===== config.mk =====
export PLATFORM = sky130hd
export DESIGN_NAME = rf_wb_arbiter
export DESIGN_NICKNAME = d
export VERILOG_FILES = /design/src/rtl/rf_wb_arbiter.sv
export SDC_FILE = /design/constraint.sdc
export NUM_CORES = 1
export LEC_CHECK = 0
export ABC_AREA = 1
export ABC_CLOCK_PERIOD_IN_PS = 2500
export BUFFER_PORTS_ARGS = -buffer_cell sky130_fd_sc_hd__buf_4
export CAP_MARGIN = 20
export CORE_MARGIN = 8
export CORE_UTILIZATION = 49
export DETAILED_ROUTE_END_ITERATION = 8
export MAX_ROUTING_LAYER = met4
export PLACE_DENSITY = 0.81
export SLEW_MARGIN = 20
export SYNTH_ARGS = -nofsm -noshare
export SYNTH_HDL_FRONTEND = slang
export SYNTH_SLANG_ARGS = --single-unit

===== constraint.sdc =====
create_clock -name clk -period 2.5 [get_ports clk]
set_input_delay 0.25 -clock clk [delete_from_list [all_inputs] [get_ports clk]]
set_output_delay 0.25 -clock clk [all_outputs]
set_load 0.05 [all_outputs]

===== src/rtl/rf_wb_arbiter.sv =====
// Write-back arbiter and scoreboard for the register file.
// Three producers (ALU=0, load=1, mul/div=2) share one write port under
// round-robin arbitration. Writes leave through a one-cycle output stage.
// A pending-write bitmap drives the read-after-write hazard flags for issue.
module rf_wb_arbiter #(
    parameter int DW   = 16,
    parameter int NREG = 16,
    parameter int AW   = 4
) (
    input  logic              clk,
    input  logic              rst,
    input  logic              hold,
    input  logic [2:0]        req_valid,
    input  logic [3*AW-1:0]   req_dest,
    input  logic [3*DW-1:0]   req_data,
    output logic [2:0]        req_ready,
    output logic [NREG-1:0]   wr_en,
    output logic [DW-1:0]     wr_data,
    output logic [AW-1:0]     wr_dest,
    output logic [1:0]        wr_src,
    input  logic              iss_valid,
    input  logic [AW-1:0]     iss_dest,
    input  logic [AW-1:0]     rd_a,
    input  logic [AW-1:0]     rd_b,
    output logic              hz_a,
    output logic              hz_b,
    output logic [NREG-1:0]   pend,
    output logic              wb_orphan
);

    localparam logic [NREG-1:0] ONE = {{(NREG-1){1'b0}}, 1'b1};

    logic [1:0]      rr_q, rr_d;
    logic [NREG-1:0] wr_en_q, wr_en_d;
    logic [DW-1:0]   wr_data_q, wr_data_d;
    logic [AW-1:0]   wr_dest_q, wr_dest_d;
    logic [1:0]      wr_src_q, wr_src_d;
    logic [NREG-1:0] pend_q, pend_d;
    logic            orphan_q, orphan_d;

    logic [1:0]      acc_idx;
    logic            accept;
    logic [2:0]      sum3;
    logic [1:0]      cand;
    logic [AW-1:0]   sel_dest;
    logic [NREG-1:0] iss_mask;

    // Round-robin grant: first valid producer starting from rr, wrapping mod 3.
    always_comb begin
        req_ready = '0;
        acc_idx   = '0;
        accept    = 1'b0;
        sum3      = '0;
        cand      = '0;
        if (!rst && !hold) begin
            for (int j = 0; j < 3; j++) begin
                sum3 = {1'b0, rr_q} + 3'(j);
                if (sum3 >= 3'd3) begin
                    sum3 = sum3 - 3'd3;
                end
                cand = sum3[1:0];
                if (!accept && req_valid[cand]) begin
                    req_ready[cand] = 1'b1;
                    acc_idx         = cand;
                    accept          = 1'b1;
                end
            end
        end
    end

    // Next state: pointer advance, output stage load, scoreboard update.
    always_comb begin
        rr_d      = rr_q;
        wr_en_d   = '0;
        wr_data_d = wr_data_q;
        wr_dest_d = wr_dest_q;
        wr_src_d  = wr_src_q;
        sel_dest  = req_dest[int'(acc_idx)*AW +: AW];
        if (accept) begin
            rr_d      = (acc_idx == 2'd2) ? 2'd0 : acc_idx + 2'd1;
            wr_en_d   = ONE << sel_dest;
            wr_data_d = req_data[int'(acc_idx)*DW +: DW];
            wr_dest_d = sel_dest;
            wr_src_d  = acc_idx;
        end
        iss_mask = iss_valid ? (ONE << iss_dest) : '0;
        // A new allocation wins over a write completing in the same cycle.
        pend_d   = (pend_q & ~wr_en_q) | iss_mask;
        orphan_d = |(wr_en_q & ~pend_q);
    end

    // State registers; reset drops any write sitting in the output stage.
    always_ff @(posedge clk or posedge rst) begin
        if (rst) begin
            rr_q      <= '0;
            wr_en_q   <= '0;
            wr_data_q <= '0;
            wr_dest_q <= '0;
            wr_src_q  <= '0;
            pend_q    <= '0;
            orphan_q  <= 1'b0;
        end else begin
            rr_q      <= rr_d;
            wr_en_q   <= wr_en_d;
            wr_data_q <= wr_data_d;
            wr_dest_q <= wr_dest_d;
            wr_src_q  <= wr_src_d;
            pend_q    <= pend_d;
            orphan_q  <= orphan_d;
        end
    end

    assign wr_en     = wr_en_q;
    assign wr_data   = wr_data_q;
    assign wr_dest   = wr_dest_q;
    assign wr_src    = wr_src_q;
    assign pend      = pend_q;
    assign wb_orphan = orphan_q;

    // Register file bypasses, so a write completing this cycle is not a hazard.
    assign hz_a = pend_q[rd_a] & ~wr_en_q[rd_a];
    assign hz_b = pend_q[rd_b] & ~wr_en_q[rd_b];

endmodule

== After elaboration in Yosys (flattened, before gate mapping) ==
Index checks and enable logic that the tools add are counted.

* $add $sub $neg: 6
* Magnitude comparators: 11
* Equal/unequal tests: 1
* Shift operators: 4
* Multiplexer cells: 45
* Bitwise logic cells: 11
* Reduce and logical (&&, ||, !) cells: 11

{| class="wikitable"
|+ Operator list
! cell !! count
|-
| 48-bit by 7-bit indexed part select with 16-bit output || 1
|-
| 16-bit AND || 2
|-
| 16-bit 2-to-1 mux || 2
|-
| 16-bit inverter || 2
|-
| 1-bit by 4-bit << shifter with 16-bit output (first input constant) || 2
|-
| 2-bit 2-to-1 mux || 11
|-
| 3-bit 2-to-1 mux || 6
|-
| 1-bit binary-select mux with 4-bit select || 4
|-
| 1-bit 2-to-1 mux || 16
|-
| 16-bit bitwise OR || 1
|-
| 16-bit OR reduction || 1
|-
| 12-bit by 5-bit indexed part select with 4-bit output || 1
|-
| 4-bit by 5-bit < comparator with 1-bit output (second input constant) || 2
|-
| 2-bit by 3-bit < comparator with 1-bit output (second input constant) || 3
|-
| 1-bit binary-select mux with 2-bit select || 3
|-
| 1-bit demux with 2-bit select || 3
|-
| 2-bit by 1-bit >= comparator with 1-bit output (second input constant) || 3
|-
| 3-bit by 2-bit >= comparator with 1-bit output (second input constant) || 2
|-
| 1-bit logical AND || 6
|-
| 3-bit bitwise OR || 2
|-
| 2-bit subtractor (second input constant) || 3
|-
| 1-bit zero test || 4
|-
| 2-bit by 1-bit adder with 3-bit output (second input constant) || 1
|-
| 2-bit by 2-bit adder with 3-bit output (second input constant) || 1
|-
| 5 further kinds || 7
|}

* Bits in registers: 57
* Input bits: 79
* Output and inout port bits: 60

== Depth between registers and ports, before layout ==
Gate-level depths: netlist of run 1.

* Word-level depth: 18
* Mapped depth: 17
* Gate-level depth less buffers: 17

== Least setup slack after synthesis of run 1 ==
No wires, ideal clock.

* Path type: reg2out
* From: register rr_q[0]
* To: output port req_ready[1]
* Data arrival time: 2.220 ns
* Data required time: 2.250 ns
* Path slack: 0.030 ns
* Cell stages (with the launch flop): 10
* Cells stage by stage: dfrtp_1 inv_1 ha_1 inv_2 nand3_1 nand2_4 nand3_1 nand3_2 nand2_1 a31oi_1

* Cells in the longest elaborated chain, start to end: 15
* Elaborated cells between the ends (all ways): 51
* Those cells by class: 5 x add/sub; 9 x order compare; 28 x mux; 2 x bitwise; 7 x reduce/logical

{| class="wikitable"
|+ Ends and longest elaborated chain
! item !! line !! text
|-
| start, declared || 33 || <nowiki>logic [1:0] rr_q, rr_d;</nowiki>
|-
| start signal, assigned || 103 || <nowiki>rr_q <= rr_d;</nowiki>
|-
| parallel branches: the longest is 13 deep, another holds 2-bit by 1-bit adder with 3-bit output || -- ||
|-
| 3-bit 2-to-1 mux (*) || 62 || <nowiki>if (!accept && req_valid[cand]) begin</nowiki>
|-
| 3-bit 2-to-1 mux (*) || 55 || <nowiki>if (!rst && !hold) begin</nowiki>
|-
| end, declared || 16 || <nowiki>output logic [2:0] req_ready,</nowiki>
|}

Mark *: on every way between the ends. The select of a mux whose other input is x is not followed.

== Worst setup path after layout of run 1 ==
* From: register rr_q[0]
* To: output port req_ready[2]

The elaborated chain is that of the path after synthesis.

==> report_table.html, run 1 <==
<table>
<tr><th>Metric</th><th>Value</th></tr>
<tr><th colspan="2">Worst hold path</th></tr>
<tr><td>Path category of the worst min-delay check</td><td>in -&gt; reg</td></tr>
<tr><td>Endpoint with the worst hold slack</td><td>wr_data[7]</td></tr>
<tr><td>WHS Path Cells</td><td>3</td></tr>
<tr><td>Launch instance of the worst min-delay path</td><td>req_data[23]</td></tr>
<tr><th colspan="2">GRT</th></tr>
<tr><td>All-Layer GR Usage</td><td>0.2322</td></tr>
<tr><td>First-pass GRT wire length</td><td>17820 um</td></tr>
<tr><td>Final global-route overflow total</td><td>0</td></tr>
<tr><td>Antenna violations before repair</td><td>0</td></tr>
<tr><td>Vias in the first global route</td><td>3782</td></tr>
<tr><td>Pin count of the biggest net entering global routing</td><td>36</td></tr>
<tr><th colspan="2">Timing</th></tr>
<tr><td>Final setup violation count</td><td>0</td></tr>
<tr><td>Ratio of final minimum period to clock period</td><td>0.9554</td></tr>
<tr><td>Achievable frequency</td><td>418.7 MHz</td></tr>
<tr><td>Unrepaired setup endpoints after global routing</td><td>false</td></tr>
<tr><td>Layout Skew</td><td>11.03 ps</td></tr>
<tr><td>Pin slew with the least headroom to its limit</td><td>518.3 ps</td></tr>
<tr><td>Slew Viols, Final</td><td>0</td></tr>
<tr><td>Post-route minimum period</td><td>2389 ps</td></tr>
<tr><td>Total negative setup slack</td><td>0 ps</td></tr>
<tr><td>Worst relative slew slack</td><td>0.6541</td></tr>
<tr><td>Fin. Hold Viols</td><td>0</td></tr>
<tr><th colspan="2">Yosys</th></tr>
<tr><td>Post-synthesis cell type count</td><td>35</td></tr>
<tr><td>Number of instances in the synthesized netlist</td><td>455</td></tr>
<tr><td>Most numerous cell types in the synthesized netlist</td><td>nand2_1, dfrtp_1, nor2_1</td></tr>
<tr><td>Synthesized net count</td><td>538</td></tr>
<tr><td>Leading cell types by total area after synthesis</td><td>dfrtp_1, nand2_1, o21ai_0</td></tr>
<tr><td>Yosys reg bits</td><td>57</td></tr>
<tr><td>Fraction of registers with async set or reset after synthesis</td><td>1.000</td></tr>
<tr><td>Number of warning messages in the yosys log</td><td>0</td></tr>
<tr><td>Count of flip-flops with a built-in enable after synthesis</td><td>0</td></tr>
<tr><td>Mapped Avg Cell Area</td><td>7.463 um2</td></tr>
<tr><td>Seq/Total Area, Yosys</td><td>0.4200</td></tr>
<tr><td>Most numerous cell in the Yosys netlist</td><td>nand2_1</td></tr>
<tr><td>Predominant post-synthesis flop cell</td><td>dfrtp_1</td></tr>
<tr><td>Post-synth design cell area</td><td>3396 um2</td></tr>
<tr><td>Area share of the largest cell type after synthesis</td><td>0.4200</td></tr>
<tr><td>Cell type with the highest aggregate area in the netlist</td><td>dfrtp_1</td></tr>
<tr><th colspan="2">Layout</th></tr>
<tr><td>Finished layout cell area</td><td>4798 um2</td></tr>
<tr><td>Synthesis-to-layout area growth</td><td>41.30%</td></tr>
<tr><td>Fraction of final layout cells with drive strength greater than 1</td><td>0.3563</td></tr>
<tr><td>Inserted Diodes</td><td>0</td></tr>
<tr><td>Final core occ</td><td>0.7102</td></tr>
<tr><td>Net count, final</td><td>687</td></tr>
<tr><td>Final standard cell count with taps included and fillers excluded</td><td>689</td></tr>
<tr><th colspan="2">Drt</th></tr>
<tr><td>Detailed-route vias per instance</td><td>5.319</td></tr>
<tr><td>Iteration count of the initial detailed-routing pass</td><td>4</td></tr>
<tr><td>Post-detailed-route wirelength per cell</td><td>16.12 um</td></tr>
<tr><td>Remaining antenna violation count</td><td>0</td></tr>
<tr><td>Number of vias in the routed layout</td><td>3665</td></tr>
<tr><td>Final routed DRC violation total</td><td>0</td></tr>
<tr><td>Count of routing violations after the opening detailed-route iteration</td><td>221</td></tr>
<tr><td>DRT Wirelength</td><td>11110 um</td></tr>
<tr><th colspan="2">Clock tree</th></tr>
<tr><td>Count of H-tree levels built during CTS</td><td>3</td></tr>
<tr><td>Cts bufs inserted</td><td>9</td></tr>
<tr><td>Library cell used as clock root buffer</td><td>clkbuf_8</td></tr>
<tr><td>TritonCTS clock tree</td><td>done</td></tr>
<tr><td>Clock transition at the registers of the reported paths</td><td>70 ps</td></tr>
<tr><td>Clock insertion delay at the later pin of the skew report</td><td>340 ps</td></tr>
<tr><td>Buffer levels on the longest clock path</td><td>2</td></tr>
<tr><td>Count of clock tree sinks</td><td>57</td></tr>
<tr><th colspan="2">Floorplan</th></tr>
<tr><td>Initial standard-cell utilization of the core</td><td>0.5026</td></tr>
<tr><td>I/O pin count</td><td>139</td></tr>
<tr><td>Standard cell core area</td><td>6756 um2</td></tr>
<tr><td>Standard-cell row count</td><td>30</td></tr>
<tr><td>Die X-Extent</td><td>99.25 um</td></tr>
<tr><td>Height of the die</td><td>99.25 um</td></tr>
<tr><td>Die Area</td><td>9850 um2</td></tr>
<tr><th colspan="2">Critical path</th></tr>
<tr><td>Reg2reg start</td><td>rr_q[0]</td></tr>
<tr><td>Largest fanout on the critical path</td><td>6</td></tr>
<tr><td>Kind of capture point of the worst setup path</td><td>primary output</td></tr>
<tr><td>CP Data Arrival Time</td><td>2140 ps</td></tr>
<tr><td>Launching element type of the critical path</td><td>flop</td></tr>
<tr><td>R2R depth</td><td>13</td></tr>
<tr><td>Setup slack of the most critical reg-to-reg path</td><td>190 ps</td></tr>
<tr><td>Classification of the worst setup path</td><td>reg -&gt; out</td></tr>
<tr><td>R2R Path End</td><td>wr_en[12]</td></tr>
<tr><td>Critical path required time</td><td>2250 ps</td></tr>
<tr><th colspan="2">Pwr</th></tr>
<tr><td>Leak Pwr</td><td>2.484 nW</td></tr>
<tr><td>Final total power</td><td>6.280 mW</td></tr>
<tr><td>Power Dens Cells</td><td>1309 nW/um2</td></tr>
<tr><td>Worst VDD drop</td><td>933.0 uV</td></tr>
<tr><th colspan="2">Placed design</th></tr>
<tr><td>RD Place Congestion</td><td>0.9675</td></tr>
<tr><td>Post-place instance area</td><td>4519 um2</td></tr>
<tr><td>Post-Place Cells</td><td>669</td></tr>
<tr><td>Post-detail-place hpwl</td><td>8985 um</td></tr>
<tr><td>I/O Buffers</td><td>138</td></tr>
<tr><th colspan="2">Run</th></tr>
<tr><td>Maxcap violations</td><td>0</td></tr>
<tr><th colspan="2">Outcome</th></tr>
<tr><td>Run status</td><td>finished, final reports clean</td></tr>
</table>
[worst max-delay path, stage by stage, from the launching register on]
cell and delay (ps):
dfrtp_2 410, buf_4 150, ha_4 170, nand3_1 170, nand3_1 150, nor2_4 180, nand3_2 100, a21oi_1 230
buf_4 240
[layer usage]
metal | track usage | share of wire | vias up
met2 | 0.3740 | 0.48 | 172
met5 | - | 0 | -
met1 | 0.2661 | 0.42 | 1679
li1 | - | - | 1793
met4 | 0.09430 | 0.025 | 0
met3 | 0.06774 | 0.070 | 21
[what timing repair did]
item                                   CTS  global route
resized for setup                        3             7
hold buffers                             1             0
setup buffers                            0             3
pin swaps                                0             2
endpoints found under the hold margin   22             0
setup endpoints to repair                2            18
[report_power, final]
group	internal, mW	total [mW]	leakage, nW	switching (mW)
combinational	1.22	3.93	1.70	2.71
sequential	1.25	1.48	0.685	0.229
clock	0.488	0.867	0.0985	0.380
[worst max-delay path by stage]
stage,from,cells past startpoint,slack (ps),end
3_5_place_dp,rr_q[0],12,80,wr_data[5]
6_report,rr_q[0],8,110,req_ready[2]
3_3_place_gp,rr_q[0],16,170,wr_en[1]
4_1_cts,rr_q[1],11,20,req_ready[1]
5_1_grt,rr_q[0],16,20,wr_en[12]
2_1_floorplan,rr_q[0],9,30,req_ready[1]
[registers in the layout (all words and copies together), names as in the netlist]
| name | cells |
|---|---|
| pend | 16 |
| wr_src | 2 |
| wb_orphan | 1 |
| wr_en | 16 |
| wr_data | 16 |
| wr_dest | 4 |
| rr_q | 2 |
[area by class of cell]
type | instances | area [um2]
Tap cell | 80 | 100.1
Sequential cell | 57 | 1428
Timing Repair Buffer | 149 | 1125
Inverter | 53 | 209.0
Clock buffer | 10 | 137.6
Clock inverter | 6 | 67.56
Fill cell | 565 | 1958
Multi-Input combinational cell | 334 | 1732
[kinds of logic after synthesis]
family | count (synthesis) | share of synthesized area
AO/OA/AOI/OAI | 80 | 0.1338
buffers and inverters | 64 | 0.08069
adder cells (fa/ha/maj) | 4 | 0.01474
flip-flops | 57 | 0.4200
AND/OR/NAND/NOR | 250 | 0.3508
[metrics by stage]
| step | hold WS (ps) | setup WS [ps] |
|---|---|---|
| 6_report | 121.9 | 111.5 |
| 5_1_grt | 114.4 | 17.09 |
| 4_1_cts | 109.5 | 21.89 |
| 3_5_place_dp | 120.7 | 75.75 |
| 3_3_place_gp | 117.6 | 167.0 |
| 2_1_floorplan | 382.9 | 29.84 |
[cell usage in the layout (no fill, tap or decap), types with 2 or more instances in the layout]
cell type | Yosys | routed
a22oi_1 | 2 | 2
clkinv_4 | 1 | 3
nand3_4 | 2 | 2
nand2_4 | 4 | 4
nand2_1 | 123 | 123
a31oi_1 | 9 | 8
o21ai_0 | 41 | 41
a21oi_1 | 10 | 10
nand3_1 | 33 | 32
nand3_2 | 15 | 16
nand2_2 | 11 | 11
ha_4 | 0 | 2
nand4_1 | 3 | 3
o21ai_1 | 2 | 2
clkinvlp_4 | 0 | 2
o22ai_1 | 10 | 10
or2_2 | 2 | 2
inv_1 | 46 | 43
buf_4 | 1 | 147
inv_4 | 2 | 2
nand3b_1 | 2 | 2
inv_2 | 4 | 7
nor3_1 | 2 | 2
dfrtp_1 | 57 | 56
ha_1 | 4 | 2
nor2_1 | 51 | 51
clkbuf_8 | 0 | 10
Power figures use the tool's default switching activity.
==> run 2, diff against run 1 <==
- ABC_AREA: 1 -> not set
==> run 2 against run 1 <==
  * Sequential share of layout area decreased by 1.2 points
  * Design area increased by 4.2%
  * Combinational power is 11% lower
  * Global-route usage up 0.098 points
  * Fmax up 0.28%
  * Non-clock buffer count increased by 12
  * Count of clock-buffer cells in the layout is the same
  * Largest cell class unchanged
  * Largest power group unchanged
  * First-iteration DRC count rose by 7.2%
  * Die area rose by 2.2%
==> report_table.html, run 2 <==
<table>
<tr><th>Metric</th><th>Value</th></tr>
<tr><th colspan="2">Timing</th></tr>
<tr><td>Worst hold slack</td><td>0.1666 ps (-121.8 ps)</td></tr>
<tr><td>Achievable frequency</td><td>419.8 MHz (+0.28%)</td></tr>
<tr><td>Final setup violation count</td><td>0 (unchanged)</td></tr>
<tr><td>Post-route minimum period</td><td>2382 ps (-6.595 ps)</td></tr>
<tr><td>Slew Viols, Final</td><td>0 (unchanged)</td></tr>
<tr><td>Unrepaired setup endpoints after global routing</td><td>true</td></tr>
<tr><td>Fin. Hold Viols</td><td>0 (unchanged)</td></tr>
<tr><td>Layout Skew</td><td>8.677 ps (-2.350 ps)</td></tr>
<tr><td>Pin slew with the least headroom to its limit</td><td>536.6 ps (+18.27 ps)</td></tr>
<tr><td>Worst relative slew slack</td><td>0.6418 (-0.01233)</td></tr>
<tr><td>Ratio of final minimum period to clock period</td><td>0.9528 (-0.002638)</td></tr>
<tr><th colspan="2">Clock tree</th></tr>
<tr><td>Cts bufs inserted</td><td>9 (unchanged)</td></tr>
<tr><td>Clock transition at the registers of the reported paths</td><td>70 ps (about the same)</td></tr>
<tr><td>Buffer levels on the longest clock path</td><td>2 (unchanged)</td></tr>
<tr><td>Clock insertion delay at the later pin of the skew report</td><td>330 ps (about the same)</td></tr>
<tr><td>Number of buffers added to fix hold violations after cts</td><td>0 (-1)</td></tr>
<tr><td>Library cell used as clock root buffer</td><td>clkbuf_8</td></tr>
<tr><td>TritonCTS clock tree</td><td>done</td></tr>
<tr><td>Count of clock tree sinks</td><td>57 (unchanged)</td></tr>
<tr><td>Count of H-tree levels built during CTS</td><td>3 (unchanged)</td></tr>
<tr><th colspan="2">Yosys</th></tr>
<tr><td>Most numerous cell in the Yosys netlist</td><td>dfrtp_1</td></tr>
<tr><td>Count of flip-flops with a built-in enable after synthesis</td><td>0 (unchanged)</td></tr>
<tr><td>Number of warning messages in the yosys log</td><td>0 (unchanged)</td></tr>
<tr><td>Yosys reg bits</td><td>57 (unchanged)</td></tr>
<tr><td>Predominant post-synthesis flop cell</td><td>dfrtp_1</td></tr>
<tr><td>Fraction of registers with async set or reset after synthesis</td><td>1.000 (unchanged)</td></tr>
<tr><td>Post-synth design cell area</td><td>3486 um2 (+2.7%)</td></tr>
<tr><td>Mapped Avg Cell Area</td><td>9.222 um2 (+24%)</td></tr>
<tr><td>Post-synthesis cell type count</td><td>49 (+40%)</td></tr>
<tr><td>Cell type with the highest aggregate area in the netlist</td><td>dfrtp_1</td></tr>
<tr><td>Seq/Total Area, Yosys</td><td>0.4092 (-0.01086)</td></tr>
<tr><td>Most numerous cell types in the synthesized netlist</td><td>dfrtp_1, nand2_1, nor2_1</td></tr>
<tr><td>Area share of the largest cell type after synthesis</td><td>0.4092 (-0.01086)</td></tr>
<tr><td>Synthesized net count</td><td>461 (-14%)</td></tr>
<tr><td>Leading cell types by total area after synthesis</td><td>dfrtp_1, mux4_2, nand2_1</td></tr>
<tr><td>Number of instances in the synthesized netlist</td><td>378 (-17%)</td></tr>
<tr><th colspan="2">Critical path</th></tr>
<tr><td>Critical path required time</td><td>2720 ps (+470 ps)</td></tr>
<tr><td>Kind of capture point of the worst setup path</td><td>flop</td></tr>
<tr><td>Classification of the worst setup path</td><td>reg -&gt; reg</td></tr>
<tr><td>Reg2reg start</td><td>rr_q[1]</td></tr>
<tr><td>Peak per-stage delay on the critical path</td><td>590 ps (+180 ps)</td></tr>
<tr><td>Slowest-stage cell, CP</td><td>a2111o_1</td></tr>
<tr><td>Setup slack of the most critical reg-to-reg path</td><td>120 ps (-70 ps)</td></tr>
<tr><td>Most used cell, CP</td><td>buf_4</td></tr>
<tr><td>Largest fanout on the critical path</td><td>20 (+14)</td></tr>
<tr><td>CP cell instances</td><td>ha_4 &gt; buf_4 &gt; maj3_2 &gt; a2111o_1 &gt; buf_4 &gt; o31ai_1</td></tr>
<tr><td>R2R Path End</td><td>wr_dest[3]</td></tr>
<tr><td>CP Data Arrival Time</td><td>2600 ps (+460 ps)</td></tr>
<tr><td>Number of buffers and inverters on the critical path</td><td>2 (unchanged)</td></tr>
<tr><td>R2R depth</td><td>6 (-7)</td></tr>
<tr><td>Launching element type of the critical path</td><td>flop</td></tr>
<tr><td>Top cell family by delay on the critical path</td><td>compound AO/OA/AOI/OAI gates</td></tr>
<tr><th colspan="2">GRT</th></tr>
<tr><td>Antenna violations before repair</td><td>0 (unchanged)</td></tr>
<tr><td>Vias in the first global route</td><td>3819 (+0.98%)</td></tr>
<tr><td>Final global-route overflow total</td><td>0 (unchanged)</td></tr>
<tr><td>Grt met3 use</td><td>0.06090 (-0.006838)</td></tr>
<tr><td>Routing usage on met2</td><td>0.3892 (+0.01526)</td></tr>
<tr><td>All-Layer GR Usage</td><td>0.2332 (+0.0009792)</td></tr>
<tr><td>First-pass GRT wire length</td><td>18400 um (+3.3%)</td></tr>
<tr><td>Most crowded layer after global routing</td><td>met2</td></tr>
<tr><td>Pin count of the biggest net entering global routing</td><td>38 (+5.6%)</td></tr>
<tr><td>Met1 layer usage reported by global route</td><td>0.2511 (-0.01501)</td></tr>
<tr><th colspan="2">Floorplan</th></tr>
<tr><td>Die Area</td><td>10070 um2 (+2.2%)</td></tr>
<tr><td>Standard cell core area</td><td>6832 um2 (+1.1%)</td></tr>
<tr><td>Die X-Extent</td><td>100.3 um (+1.1%)</td></tr>
<tr><td>Standard-cell row count</td><td>30 (unchanged)</td></tr>
<tr><td>Height of the die</td><td>100.3 um (+1.1%)</td></tr>
<tr><td>I/O pin count</td><td>139 (unchanged)</td></tr>
<tr><td>Initial standard-cell utilization of the core</td><td>0.5103 (+0.007664)</td></tr>
<tr><th colspan="2">Drt</th></tr>
<tr><td>Count of routing violations after the opening detailed-route iteration</td><td>237 (+7.2%)</td></tr>
<tr><td>Number of vias in the routed layout</td><td>3630 (-0.95%)</td></tr>
<tr><td>Remaining antenna violation count</td><td>0 (unchanged)</td></tr>
<tr><td>Final routed DRC violation total</td><td>0 (unchanged)</td></tr>
<tr><td>Detailed-route vias per instance</td><td>5.789 (+8.8%)</td></tr>
<tr><td>Post-detailed-route wirelength per cell</td><td>18.13 um (+12%)</td></tr>
<tr><td>Iteration count of the initial detailed-routing pass</td><td>5 (+1)</td></tr>
<tr><td>DRT Wirelength</td><td>11370 um (+2.3%)</td></tr>
<tr><th colspan="2">Layout</th></tr>
<tr><td>Most common library cell in the layout ignoring fill and taps</td><td>buf_4</td></tr>
<tr><td>Highest-count cells in the layout ignoring fill and taps</td><td>buf_4, dfrtp_1, nand2_1</td></tr>
<tr><td>Net count, final</td><td>610 (-11%)</td></tr>
<tr><td>Finished layout cell area</td><td>4999 um2 (+4.2%)</td></tr>
<tr><td>Inserted Diodes</td><td>0 (unchanged)</td></tr>
<tr><td>Synthesis-to-layout area growth</td><td>43.40%</td></tr>
<tr><td>Fill cell count</td><td>541 (-4.2%)</td></tr>
<tr><td>Fraction of final layout cells with drive strength greater than 1</td><td>0.3842 (+0.02786)</td></tr>
<tr><th colspan="2">Pwr</th></tr>
<tr><td>Power Dens Cells</td><td>1176 nW/um2 (-10%)</td></tr>
<tr><td>Worst VDD drop</td><td>642.8 uV (-31%)</td></tr>
<tr><td>Leak Pwr</td><td>2.307 nW (-7.1%)</td></tr>
<tr><th colspan="2">Placed design</th></tr>
<tr><td>RD Place Congestion</td><td>0.9887 (+2.2%)</td></tr>
<tr><td>Post-place instance area</td><td>4698 um2 (+4.0%)</td></tr>
<tr><td>I/O Buffers</td><td>138 (unchanged)</td></tr>
<tr><td>Post-detail-place hpwl</td><td>9020 um (+0.39%)</td></tr>
<tr><th colspan="2">Outcome</th></tr>
<tr><td>Run status</td><td>finished, final reports clean</td></tr>
<tr><th colspan="2">Run</th></tr>
<tr><td>Maxcap violations</td><td>0 (unchanged)</td></tr>
<tr><th colspan="2">Worst hold path</th></tr>
<tr><td>Path category of the worst min-delay check</td><td>in -&gt; async</td></tr>
</table>
run 2: cell count changes after synthesis, sizes merged, moves of 9 or more:
cell   delta
and3     +12
mux2i     +9
nand3    -42
mux4     +10
o21ai    -28
o31ai    +11
inv      -35
nand2    -90
nor2     -20
run 2: stage by stage:
stage	power, mW	setup TNS [ps]	instances	utilization	setup WS (ps)
floorplan	3.740	0	378	-	30.07
global placement	4.749	0	607	0.6877	164.7
detailed placement	4.809	0	607	0.6877	65.92
CTS	5.836	0	622	0.7245	31.48
global route	6.181	-30.17	627	0.7317	-21.44
finish	5.880	0	627	0.7317	118.0
run 2: timing repair:
item	in CTS	in global routing
hold endpoints to repair	0	0
buffers inserted	0	5
setup endpoints to repair	3	3
pin swaps	0	4
gates resized for setup	7	4
run 2: layout make-up:
class / instances / area [um2] / share of cell area
Timing Repair Buffer: 161 / 1241 / 0.2483
Sequential cell: 57 / 1428 / 0.2856
Tap cell: 96 / 120.1 / 0.02403
Clock inverter: 5 / 80.08 / 0.01602
Inverter: 21 / 78.83 / 0.01577
Multi-Input combinational cell: 277 / 1913 / 0.3827
Clock buffer: 10 / 137.6 / 0.02753
run 2: cells by family after synthesis:
family          after synthesis  synth area share
simple gates                154            0.2243
compound gates               98            0.1985
mux                          19           0.09045
buf+inv                      44           0.05707
flops                        57            0.4092
fa+ha+maj                     6           0.02046
run 2: power breakdown:
group / internal, mW / switching [mW]
Combinational: 1.25 / 2.23
Clock: 0.581 / 0.369
Sequential: 1.24 / 0.207
run 2: worst max-delay path by stage:
stage / startpoint / end / slack [ps] / depth (start not counted)
after floorplan: rr_q[0] / req_ready[1] / 30 / 9
after global placement: rr_q[0] / wr_en[3] / 160 / 8
after detailed placement: rr_q[0] / wr_en[6] / 70 / 8
after CTS: rr_q[0] / req_ready[2] / 30 / 9
after global routing: rr_q[0] / req_ready[2] / -20 / 9
final: rr_q[1] / wr_dest[3] / 120 / 6
run 2: layer usage:
metal  part of all wire  routed length [um]  up-vias
met5                  0                   0        -
met4              0.031                 350        0
met3              0.081                 919       28
met2               0.50                5659      198
met1               0.39                4435     1712
li1                   -                   -     1692
==> run 3, diff against run 2 <==
- ABC_CLOCK_PERIOD_IN_PS: 2500 -> 2950
- CORE_UTILIZATION: 49 -> 53
- PLACE_DENSITY: 0.81 -> 0.86
- clock period: 2.5 -> 2.95 ns (I/O delays scaled with it)
==> run 3 against run 2 <==
  * First-iteration DRC count fell by 17%
  * Critical path depth increased by 2
  * Register-to-register slack gained 270 ps
  * Setup slack better by 190 ps
  * Clock power down 37%
  * Utilization is 1.5 points higher
==> report_table.html, run 3 (synthesis results as in run 2) <==
<table>
<tr><th>Metric</th><th>Value</th></tr>
<tr><th colspan="2">Outcome</th></tr>
<tr><td>Run status</td><td>finished, final reports clean</td></tr>
<tr><th colspan="2">Critical path</th></tr>
<tr><td>Classification of the worst setup path</td><td>reg -&gt; out</td></tr>
<tr><td>Number of buffers and inverters on the critical path</td><td>2 (unchanged)</td></tr>
<tr><td>Top cell family by delay on the critical path</td><td>adder cells</td></tr>
<tr><td>Slowest-stage cell, CP</td><td>ha_1</td></tr>
<tr><td>CP cell instances</td><td>inv_1 &gt; ha_1 &gt; nor2b_1 &gt; nand4b_1 &gt; o21ai_1 &gt; a22oi_1 &gt; a21oi_1 &gt; buf_4</td></tr>
<tr><td>Critical path required time</td><td>2650 ps (-70 ps)</td></tr>
<tr><td>Largest fanout on the critical path</td><td>14 (-30%)</td></tr>
<tr><td>Launching element type of the critical path</td><td>flop</td></tr>
<tr><td>Kind of capture point of the worst setup path</td><td>primary output</td></tr>
<tr><td>Peak per-stage delay on the critical path</td><td>490 ps (-100 ps)</td></tr>
<tr><td>CP Data Arrival Time</td><td>2340 ps (-260 ps)</td></tr>
<tr><th colspan="2">Layout</th></tr>
<tr><td>Most common library cell in the layout ignoring fill and taps</td><td>buf_4</td></tr>
<tr><td>Synthesis-to-layout area growth</td><td>35.97%</td></tr>
<tr><td>Inserted Diodes</td><td>0 (unchanged)</td></tr>
<tr><td>Fraction of final layout cells with drive strength greater than 1</td><td>0.3514 (-0.03283)</td></tr>
<tr><td>Net count, final</td><td>596 (-2.3%)</td></tr>
<tr><td>Fill cell count</td><td>478 (-12%)</td></tr>
<tr><td>Final core occ</td><td>0.7464 (+0.01472)</td></tr>
<tr><td>Highest-count cells in the layout ignoring fill and taps</td><td>buf_4, dfrtp_1, nand2_1</td></tr>
<tr><th colspan="2">Clock tree</th></tr>
<tr><td>Library cell used as clock root buffer</td><td>clkbuf_8</td></tr>
<tr><td>Setup Fix Bufs, Post-CTS</td><td>0 (unchanged)</td></tr>
<tr><td>Clock insertion delay at the later pin of the skew report</td><td>330 ps (about the same)</td></tr>
<tr><td>Clock transition at the registers of the reported paths</td><td>60 ps (about the same)</td></tr>
<tr><td>Count of clock tree sinks</td><td>57 (unchanged)</td></tr>
<tr><td>Buffer levels on the longest clock path</td><td>2 (unchanged)</td></tr>
<tr><td>Cts bufs inserted</td><td>9 (unchanged)</td></tr>
<tr><td>TritonCTS clock tree</td><td>done</td></tr>
<tr><td>Count of H-tree levels built during CTS</td><td>3 (unchanged)</td></tr>
<tr><th colspan="2">Timing</th></tr>
<tr><td>Pin slew with the least headroom to its limit</td><td>734.8 ps (+198.3 ps)</td></tr>
<tr><td>Total negative setup slack</td><td>0 ps (unchanged)</td></tr>
<tr><td>Fin. Hold Viols</td><td>0 (unchanged)</td></tr>
<tr><td>Achievable frequency</td><td>378.8 MHz</td></tr>
<tr><td>Unrepaired setup endpoints after global routing</td><td>false</td></tr>
<tr><td>Worst hold slack</td><td>198.1 ps (+197.9 ps)</td></tr>
<tr><td>Post-route minimum period</td><td>2640 ps</td></tr>
<tr><td>Slew Viols, Final</td><td>0 (unchanged)</td></tr>
<tr><td>Layout Skew</td><td>8.204 ps (-0.4728 ps)</td></tr>
<tr><td>Final setup violation count</td><td>0 (unchanged)</td></tr>
<tr><td>Worst relative slew slack</td><td>0.5101 (-0.1317)</td></tr>
<tr><td>Ratio of final minimum period to clock period</td><td>0.8948</td></tr>
<tr><th colspan="2">Pwr</th></tr>
<tr><td>P_sw</td><td>2.297 mW (-18%)</td></tr>
<tr><td>Internal Pwr Total</td><td>2.275 mW (-26%)</td></tr>
<tr><td>Combinational fraction of design power</td><td>0.602 (+0.010)</td></tr>
<tr><td>Switching fraction of total power</td><td>0.5024 (+0.02580)</td></tr>
<tr><td>Clock power share</td><td>0.131 (-0.031)</td></tr>
<tr><td>Leak Pwr</td><td>2.195 nW (-4.9%)</td></tr>
<tr><td>Share of power burned in registers</td><td>0.267 (+0.020)</td></tr>
<tr><td>Worst VDD drop</td><td>747.4 uV (+16%)</td></tr>
<tr><td>Power Dens Cells</td><td>964.7 nW/um2 (-18%)</td></tr>
<tr><th colspan="2">GRT</th></tr>
<tr><td>Grt met3 use</td><td>0.06899 (+0.008090)</td></tr>
<tr><td>Most crowded layer after global routing</td><td>met2</td></tr>
<tr><td>Routing usage on met2</td><td>0.3641 (-0.02517)</td></tr>
<tr><td>All-Layer GR Usage</td><td>0.2266 (-0.006585)</td></tr>
<tr><td>Met1 layer usage reported by global route</td><td>0.2548 (+0.003783)</td></tr>
<tr><td>Pin count of the biggest net entering global routing</td><td>47 (+24%)</td></tr>
<tr><td>First-pass GRT wire length</td><td>17220 um (-6.4%)</td></tr>
<tr><td>Vias in the first global route</td><td>3585 (-6.1%)</td></tr>
<tr><td>Antenna violations before repair</td><td>0 (unchanged)</td></tr>
<tr><td>Final global-route overflow total</td><td>0 (unchanged)</td></tr>
<tr><th colspan="2">Drt</th></tr>
<tr><td>Iteration count of the initial detailed-routing pass</td><td>4 (-1)</td></tr>
<tr><td>Count of routing violations after the opening detailed-route iteration</td><td>196 (-17%)</td></tr>
<tr><td>Final routed DRC violation total</td><td>0 (unchanged)</td></tr>
<tr><td>DRT Wirelength</td><td>10590 um (-6.9%)</td></tr>
<tr><td>Post-detailed-route wirelength per cell</td><td>17.79 um (-1.8%)</td></tr>
<tr><td>Detailed-route vias per instance</td><td>5.913 (+2.1%)</td></tr>
<tr><td>Remaining antenna violation count</td><td>0 (unchanged)</td></tr>
<tr><td>Number of vias in the routed layout</td><td>3518 (-3.1%)</td></tr>
<tr><th colspan="2">Placed design</th></tr>
<tr><td>I/O Buffers</td><td>138 (unchanged)</td></tr>
<tr><td>RD Place Congestion</td><td>0.9752 (-1.4%)</td></tr>
<tr><td>Post-detail-place hpwl</td><td>8283 um (-8.2%)</td></tr>
<tr><th colspan="2">Floorplan</th></tr>
<tr><td>Initial standard-cell utilization of the core</td><td>0.5490 (+0.03871)</td></tr>
<tr><td>Die Area</td><td>9428 um2 (-6.4%)</td></tr>
<tr><td>Standard-cell row count</td><td>29 (-3.3%)</td></tr>
<tr><td>I/O pin count</td><td>139 (unchanged)</td></tr>
<tr><td>Height of the die</td><td>97.10 um (-3.2%)</td></tr>
<tr><td>Standard cell core area</td><td>6350 um2 (-7.1%)</td></tr>
<tr><td>Die X-Extent</td><td>97.10 um (-3.2%)</td></tr>
<tr><th colspan="2">Run</th></tr>
<tr><td>Maxcap violations</td><td>0 (unchanged)</td></tr>
<tr><th colspan="2">Worst hold path</th></tr>
<tr><td>Path category of the worst min-delay check</td><td>in -&gt; reg</td></tr>
</table>
[run 3: final cells by class]
type	count	area, um2	share of cell area
Clock buffer	10	127.6	0.02693
Clock inverter	6	35.03	0.007392
Inverter	21	78.83	0.01663
Multi-Input combinational cell	277	1869	0.3944
Sequential cell	57	1426	0.3010
Tap cell	77	96.34	0.02033
Timing Repair Buffer	147	1106	0.2334
[run 3: path summary, 6_finish.rpt]
check / from / end / slack [ps] / cells past startpoint
max: rr_q[1] / req_ready[0] / 310 / 8
min: req_data[20] / wr_data[4] / 200 / 3
max reg2reg: rr_q[1] / wr_data[7] / 390 / 6
min reg2reg: wr_data[5] / wr_data[5] / 480 / 2
max in group asynchronous: rst / pend[6] / 1650 / 4
min in group asynchronous: rst / wr_data[1] / 470 / 3
[run 3: worst min-delay path, delay by kind of cell]
kind                   cells  cell delay (ps)
AO/OA/AOI/OAI              2              110
buffers and inverters      1               70
[run 3: metal layers]
layer,vias to the layer above,wire length (um)
met3,26,692
li1,1665,-
met4,0,310
met1,1686,4357
met5,-,0
met2,141,5226
[run 3: what timing repair did]
action,in CTS,in global routing
setup endpoints to repair,0,2
hold buffers,1,0
resized for setup,0,1
endpoints found under the hold margin,11,0
[run 3: power by group through the flow]
stage	Sequential (mW)	Combinational [mW]	Clock, mW
final	1.22	2.75	0.598
after global routing	1.25	2.92	0.657
after CTS	1.22	2.75	0.613
after detailed placement	1.23	2.74	0
after global placement	1.22	2.69	0
after floorplan	2.12	1.05	0
[run 3: per-stage QoR]
step | std cells | cell area (um2) | power [mW] | setup slack (ps)
finish | 595 | 4740 | 4.572 | 310.3
CTS | 595 | 4737 | 4.587 | 190.8
global placement | 578 | 4564 | 3.917 | 459.1
detailed placement | 578 | 4564 | 3.973 | 379.4
floorplan | 378 | 3486 | 3.163 | 292.0
global route | 595 | 4740 | 4.835 | 103.8
